--- src/rtl/mul_top.sv ---
// mul_top: sequential 4-bit shift-add multiply-accumulate, p = q*y + r.
// Inverse companion of the divider top level: accepts a quotient/divisor/
// remainder triple and rebuilds the dividend, using the same go/done/error
// handshake and exposing the FSM state code on CS.
//
// Ports:
//   clk   - rising-edge clock
//   rst   - asynchronous active-high reset
//   go    - start request, only honoured in IDLE
//   q     - quotient operand (multiplier)
//   y     - divisor operand (multiplicand)
//   r     - remainder operand (addend)
//   p     - result register, q*y + r after DONE, 0 after ERR
//   CS    - current FSM state code
//   error - one-cycle pulse while in ERR (r >= y or y == 0)
//   done  - one-cycle pulse while in DONE
module mul_top (
    input  logic       clk,
    input  logic       rst,
    input  logic       go,
    input  logic [3:0] q,
    input  logic [3:0] y,
    input  logic [3:0] r,
    output logic [7:0] p,
    output logic [3:0] CS,
    output logic       error,
    output logic       done
);

    localparam logic [3:0] ST_IDLE  = 4'd0;
    localparam logic [3:0] ST_LOAD  = 4'd1;
    localparam logic [3:0] ST_CHECK = 4'd2;
    localparam logic [3:0] ST_ADD   = 4'd3;
    localparam logic [3:0] ST_SHIFT = 4'd4;
    localparam logic [3:0] ST_DONE  = 4'd5;
    localparam logic [3:0] ST_ERR   = 4'd6;

    logic [3:0] state_q, state_d;
    logic [7:0] acc_q,   acc_d;
    logic [7:0] m_q,     m_d;
    logic [3:0] mq_q,    mq_d;
    logic [2:0] cnt_q,   cnt_d;
    logic [7:0] pr_q,    pr_d;
    logic       done_q,  done_d;
    logic       error_q, error_d;

    // Next-state and datapath update for the shift-add sequence.
    always_comb begin
        state_d = state_q;
        acc_d   = acc_q;
        m_d     = m_q;
        mq_d    = mq_q;
        cnt_d   = cnt_q;
        pr_d    = pr_q;
        case (state_q)
            ST_IDLE: begin
                if (go) begin
                    // Operands are captured on the go edge; they are
                    // don't-care for the rest of the run.
                    state_d = ST_LOAD;
                    acc_d   = {4'b0000, r};
                    m_d     = {4'b0000, y};
                    mq_d    = q;
                    cnt_d   = 3'd4;
                end else begin
                    state_d = ST_IDLE;
                end
            end
            ST_LOAD: begin
                state_d = ST_CHECK;
                pr_d    = 8'h00;
            end
            ST_CHECK: begin
                // acc still holds r here, so acc >= m means r >= y:
                // not a remainder the divider could have produced.
                if ((m_q == 8'h00) || (acc_q >= m_q)) begin
                    state_d = ST_ERR;
                end else begin
                    state_d = ST_ADD;
                end
            end
            ST_ADD: begin
                if (mq_q[0]) begin
                    acc_d = acc_q + m_q;
                end else begin
                    acc_d = acc_q;
                end
                state_d = ST_SHIFT;
            end
            ST_SHIFT: begin
                m_d   = {m_q[6:0], 1'b0};
                mq_d  = {1'b0, mq_q[3:1]};
                cnt_d = cnt_q - 3'd1;
                if (cnt_q == 3'd1) begin
                    state_d = ST_DONE;
                end else begin
                    state_d = ST_ADD;
                end
            end
            ST_DONE: begin
                pr_d    = acc_q;
                state_d = ST_IDLE;
            end
            ST_ERR: begin
                pr_d    = 8'h00;
                state_d = ST_IDLE;
            end
            default: begin
                state_d = ST_IDLE;
            end
        endcase
    end

    // Status flags are registered from the next state so they line up
    // exactly with CS showing DONE or ERR.
    always_comb begin
        done_d  = (state_d == ST_DONE);
        error_d = (state_d == ST_ERR);
    end

    // State and datapath registers with asynchronous reset.
    always_ff @(posedge clk or posedge rst) begin
        if (rst) begin
            state_q <= ST_IDLE;
            acc_q   <= 8'h00;
            m_q     <= 8'h00;
            mq_q    <= 4'h0;
            cnt_q   <= 3'd0;
            pr_q    <= 8'h00;
            done_q  <= 1'b0;
            error_q <= 1'b0;
        end else begin
            state_q <= state_d;
            acc_q   <= acc_d;
            m_q     <= m_d;
            mq_q    <= mq_d;
            cnt_q   <= cnt_d;
            pr_q    <= pr_d;
            done_q  <= done_d;
            error_q <= error_d;
        end
    end

    assign p     = pr_q;
    assign CS    = state_q;
    assign done  = done_q;
    assign error = error_q;

endmodule

--- config.mk ---
export PLATFORM = sky130hd
export DESIGN_NAME = mul_top
export DESIGN_NICKNAME = d
export VERILOG_FILES = /design/src/rtl/mul_top.sv
export SDC_FILE = /design/constraint.sdc
export NUM_CORES = 1
export LEC_CHECK = 0
export ABC_CLOCK_PERIOD_IN_PS = 3500
export CAP_MARGIN = 10
export CORE_UTILIZATION = 55
export DETAILED_ROUTE_END_ITERATION = 10
export PLACE_DENSITY = 0.87
export SYNTH_ARGS = -nofsm -noshare
export SYNTH_HDL_FRONTEND = slang
export SYNTH_SLANG_ARGS = --single-unit
--- constraint.sdc ---
create_clock -name clk -period 3.5 [get_ports clk]
set_clock_uncertainty 0.05 [all_clocks]
set_input_delay 0.525 -clock clk [delete_from_list [all_inputs] [get_ports clk]]
set_output_delay 0.525 -clock clk [all_outputs]
set_load 0.02 [all_outputs]
Word level (Yosys, flattened, before mapping) --
Index checks and enable logic that the tools add are counted.
Cells by class: $add $sub $neg 2, reduce and logical (&&, ||, !) cells 9, order comparisons 1, shifts and indexed selects 0, equal/unequal tests 11, multipliers 0, bitwise operators 0, divide/modulo/power cells 0, mux-type cells 14
Operators with widths (count):
- case mux 8 bit (2 select lines) | 3
- 2-to-1 mux 8 bit | 3
- equality test 4 x 3 -> 1 bit (second input constant) | 5
- case mux 4 bit (5 select lines) | 1
- 2-to-1 mux 3 bit | 3
- adder 8 bit | 1
- equality test 4 x 2 -> 1 bit (second input constant) | 2
- greater-or-equal comparator 8 bit | 1
- zero test 8 bit | 1
- case mux 4 bit (2 select lines) | 1
- case mux 3 bit (2 select lines) | 1
- nonzero test 2 bit | 3
- equality test 4 x 1 -> 1 bit (second input constant) | 1
- zero test 4 bit | 1
- 2-to-1 mux 4 bit | 1
- != test 2 bit (second input constant) | 2
- equality test 3 x 1 -> 1 bit (second input constant) | 1
- AND reduction 3 bit | 1
- subtractor 3 x 1 -> 3 bit (second input constant) | 1
- AND reduction 2 bit | 1
- OR reduction 2 bit | 1
- logical OR 1 bit | 1
- 2-to-1 mux 1 bit | 1
Storage, ports and cells: register bits after elaboration 37, output and inout port bits 14, logic and storage cells 45, bits in read-only memories 0, input port bits 15, memories kept 0, RAM bits 0, latch bits 0

Logic depth before layout (Yosys ltp) --
depth in word-level cells 5, gate-level depth with buffers 8, gate-level depth less buffers 8

Worst setup path before layout --
Ideal clock, no wire load.
kind flip-flop to flip-flop, from register m_q[0], to register acc_q[6], stages on the path, launching flop included 9, data arrival time 1625 ps, slack 1742 ps, setup time 83 ps, clock period less this slack 1758 ps, data required time 3367 ps, path buffers 0, path through dfrtp_1 -> ha_1 -> inv_1 -> fa_1 -> o21ba_2 -> o21ai_0 -> a21oi_1 -> xnor2_1 -> o21ai_0
Between the ends: cells in the longest elaborated chain, start to end 3
Ends and longest elaborated chain:
- start, declared | RTL line 40 | logic [7:0] m_q, m_d;
- start signal, assigned | RTL line 135 | m_q <= m_d;
- adder 8 bit | RTL line 84 | acc_d = acc_q + m_q;
- 2-to-1 mux 8 bit | RTL line 83 | if (mq_q[0]) begin
- case mux 8 bit (2 select lines) | RTL line 55 | case (state_q)
- end signal, assigned | RTL line 125 | acc_q <= 8'h00;
- end signal, assigned | RTL line 134 | acc_q <= acc_d;
- end, declared | RTL line 39 | logic [7:0] acc_q, acc_d;
Every way passes these cells. The select of a mux whose other input is x is not followed. A chain may end at the register's enable or synchronous reset.

Worst setup path after layout --
from register state_q[0], in the netlist CS[0], to output port CS[0]
RTL lines:
- start, declared | RTL line 38 | logic [3:0] state_q, state_d;
- start signal, assigned | RTL line 133 | state_q <= state_d;
- end, declared | RTL line 25 | output logic [3:0] CS,
No word-level cell between the ends.

==> results.md <==
| Item | Reported | Unit |
| --- | --- | --- |
| Run status | finished, final reports clean | - |
| Maximum number of pins on one net before global-route repair | 37 | - |
| Antenna violations before repair | 0 | - |
| Pwr Total | 2.252 | mW |
| Startpoint of the worst register-to-register path | m_q[0] | - |
| Portion of total power attributed to the clock network | 12.3 | % |
| Leakage Power | 1.160 | nW |
| FILL cells | 295 | - |
| Residual DRC count | 0 | - |
| Total power divided by cell area | 891.0 | mW/mm² |
| Worst path arrival time | 1.90 | ns |
| Reg-to-Reg End | acc_q[6] | - |
| Sequential area share after synthesis | 40.72 | % |
| Number of hold-slack violations in the final timing report | 0 | - |
| Share of power burned in combinational logic | 51.9 | % |
| Cell count after synthesis | 238 | - |
| Top_reg_cell synth | dfrtp_1 | - |
| Ordered list of cells on the worst path | clkdlybuf4s50_1 | - |
| Clock latency reported for the late side of the worst-skew pair | 0.29 | ns |
| Longest Clk Path Bufs | 2 | - |
| Final standard cell count with taps included and fillers excluded | 309 | - |
| Diodes inserted | 0 | - |
| Min cycle time layout | 2.476 | ns |
| CP max stage cell | dfrtp_1 | - |
| Setup crit end | CS[0] | - |
| Number of warnings reported in the yosys synthesis log | 0 | - |
| Initial cell density of the core | 58.66 | % |
| Logic depth of the worst path, buffers included | 1 | - |
| Die Ht | 65.42 | µm |
| Pins Over Slew Limit | 0 | - |
| Share of final-layout standard cells stronger than drive strength 1 | 7.280 | % |
| Die X | 65.42 | µm |
| Area Growth Syn to Fin | 14.25 | % |
| CTS Root Buffer Type | clkbuf_8 | - |
| FF+latch count, synth | 36 | - |
| Post-layout nets | 294 | - |
| Switching part of the total | 44.70 | % |
| Kind of cell adding the most delay to the critical path | flip-flops | - |
| Net switching power | 1.007 | mW |
| TritonCTS clock tree | done | - |
| Placed Area | 0.002450 | mm² |
| Ys async rst share | 100.0 | % |
| Final wirelength | 4192 | µm |
| Antenna-violating nets left | 0 | - |
| Share of the core filled with cells | 67.02 | % |
| Beginning of the critical path | CS[0] | - |
| Number of placed cells counting well taps | 302 | - |
| Wire length of the first global-routing pass | 7438 | µm |
| Wire length per cell | 13.57 | µm |
| Die Outline Area | 0.004280 | mm² |
| Clock slew at reported path FFs | 0.07 | ns |
| Dominant cell type by area after synthesis | dfrtp_1 | - |
| Number of standard-cell rows in the floorplan | 22 | - |
| Total buffers and inverters traversed by the critical path | 1 | - |
| TritonCTS Buffers | 5 | - |
| Number of hold buffers added after cts | 0 | - |
| Yosys cell types | 46 | - |
| Post-CTS Setup Repair Bufs | 0 | - |
| Startpoint kind of the worst setup timing path | register | - |
| HPWL after detailed placement | 3110 | µm |
| Max transition margin | 46.82 | % |
| Number of sinks driven by the clock tree | 36 | - |
| Top-area cell type share of the netlist area | 40.72 | % |
| Transition time at the pin with the least slew margin | 0.7976 | ns |
| Tot GR Track Use | 22.55 | % |
| Max-capacitance violation count | 0 | - |
| Number of global-route vias before repair | 1663 | - |
| Vias per cell | 5.605 | - |
| Grt ovf | 0 | - |
| Critical path peak fanout | 26 | - |
| Initial DRC Count | 123 | - |
| Core ar. | 0.003771 | mm² |
| Number of buffers added on ports | 27 | - |
| Timing-limited maximum frequency | 403.9 | MHz |
| Cell depth of the worst flop-to-flop path | 8 | - |
| Synthesized Nets | 271 | - |
| Total via count after detailed routing | 1732 | - |
| Peak supply drop | 0.4027 | mV |
| Final standard cell area without fillers | 0.002527 | mm² |
| Kind of critical path | reg -> out | - |
| Internal power contribution | 1.245 | mW |
| H-tree levels | 2 | - |
| Post-synth design cell area | 0.002212 | mm² |
| Worst min-delay path category | reg -> reg | - |
| Slowest cell delay on critical path | 0.86 | ns |
| Leading post-synthesis cells by cell area | dfrtp_1, ha_1, nand2_1 | - |
| Required time at the worst-slack endpoint | 2.92 | ns |
| Io pins | 29 | - |
| R2R setup slack | 1.56 | ns |
| GP Congestion | 0.8747 | - |
| Sequential Power Share | 35.8 | % |
| Setup TNS | 0 | ns |
| Endpoint kind of the worst setup timing path | primary output | - |
| Synthesized area per cell | 9.295 | µm² |
| Number of enable flip-flop cells after synthesis | 0 | - |
| Final worst path period share | 70.74 | % |
| Finish-stage setup viols | 0 | - |
| Number of gates resized after cts | 0 | - |
| DR pass1 iterations | 4 | - |
| Setup repair after global routing missed its margin | no | - |
## per-stage QoR
step,hold slack [ns],setup slack [ns]
2_1_floorplan,0.3992,1.742
3_3_place_gp,0.4099,1.372
3_5_place_dp,0.4227,1.347
4_1_cts,0.4390,1.031
5_1_grt,0.4630,0.9726
6_report,0.4391,1.024
## layout make-up
cell class / count / area, µm² / area share (%)
multi-input combinational: 171 / 1136 / 44.95
clock inverter: 1 / 5.005 / 0.1980
inverter: 18 / 67.56 / 2.673
clock buffer: 6 / 72.57 / 2.871
sequential: 36 / 900.9 / 35.64
tap: 48 / 60.06 / 2.376
timing repair buffer: 29 / 285.3 / 11.29
## state kept, by name, indices dropped and copies added, names as in the netlist
| name | count |
|---|---|
| m_q | 8 |
| error | 1 |
| p | 8 |
| CS | 3 |
| done | 1 |
| cnt_q | 3 |
| mq_q | 4 |
| acc_q | 8 |
## cell families after synthesis
logic type,count (synthesis),share of synthesized area (%)
AND/OR/NAND/NOR,76,16.74
adder cells (fa/ha/maj),18,10.52
AO/OA/AOI/OAI,66,19.74
flip-flops,36,40.72
XOR/XNOR,6,2.376
buffers and inverters,31,7.918
multiplexers,4,1.810
other,1,0.1695
## synthesized netlist by cell type, types with 3 or more instances
library cell	n
ha_1	17
a21oi_1	9
inv_1	18
mux2i_1	4
dfrtp_1	36
o21ai_1	4
a22o_1	10
xnor2_1	5
nand3_1	5
nor3_1	4
o21ai_0	25
buf_6	5
nor2_1	10
nor2b_1	3
nand2_1	40
## routing by layer
metal | global-route usage, % | wire length (µm) | up-vias
met5 | 0 | 0 | -
met4 | 8.967 | 65 | 0
met3 | 3.819 | 156 | 7
met2 | 37.76 | 2032 | 48
met1 | 28.84 | 1937 | 825
li1 | - | - | 852
## cells in the final DEF (no fill, tap or decap), types with 3 or more instances in the layout
master,n
inv_1,18
nor2_1,10
ha_1,17
mux2i_1,4
dfrtp_1,36
clkdlybuf4s50_1,27
nor2b_1,3
o21ai_0,25
o21ai_1,4
nand3_1,5
a21oi_1,9
clkbuf_8,5
xnor2_1,5
nor3_1,4
nand2_1,40
a22o_1,10
## worst min-delay path by stage
| stage | cells past startpoint | end | slack, ns | from |
|---|---|---|---|---|
| 2_1_floorplan | 2 | mq_q[1] | 0.40 | mq_q[1] |
| 3_3_place_gp | 2 | mq_q[1] | 0.41 | mq_q[1] |
| 3_5_place_dp | 2 | mq_q[1] | 0.42 | mq_q[1] |
| 4_1_cts | 2 | mq_q[1] | 0.44 | mq_q[1] |
| 5_1_grt | 2 | mq_q[1] | 0.46 | mq_q[1] |
| 6_report | 2 | mq_q[1] | 0.44 | mq_q[1] |
## power by group through the flow
stage | Clock, mW | Combinational, mW | Sequential (mW)
after detailed placement | 0 | 1.15 | 0.810
final | 0.277 | 1.17 | 0.806
after global routing | 0.295 | 1.31 | 0.834
after global placement | 0 | 1.12 | 0.798
after CTS | 0.282 | 1.16 | 0.802
after floorplan | 0 | 0.951 | 0.752
No activity file was read; power rests on OpenSTA's default activity.
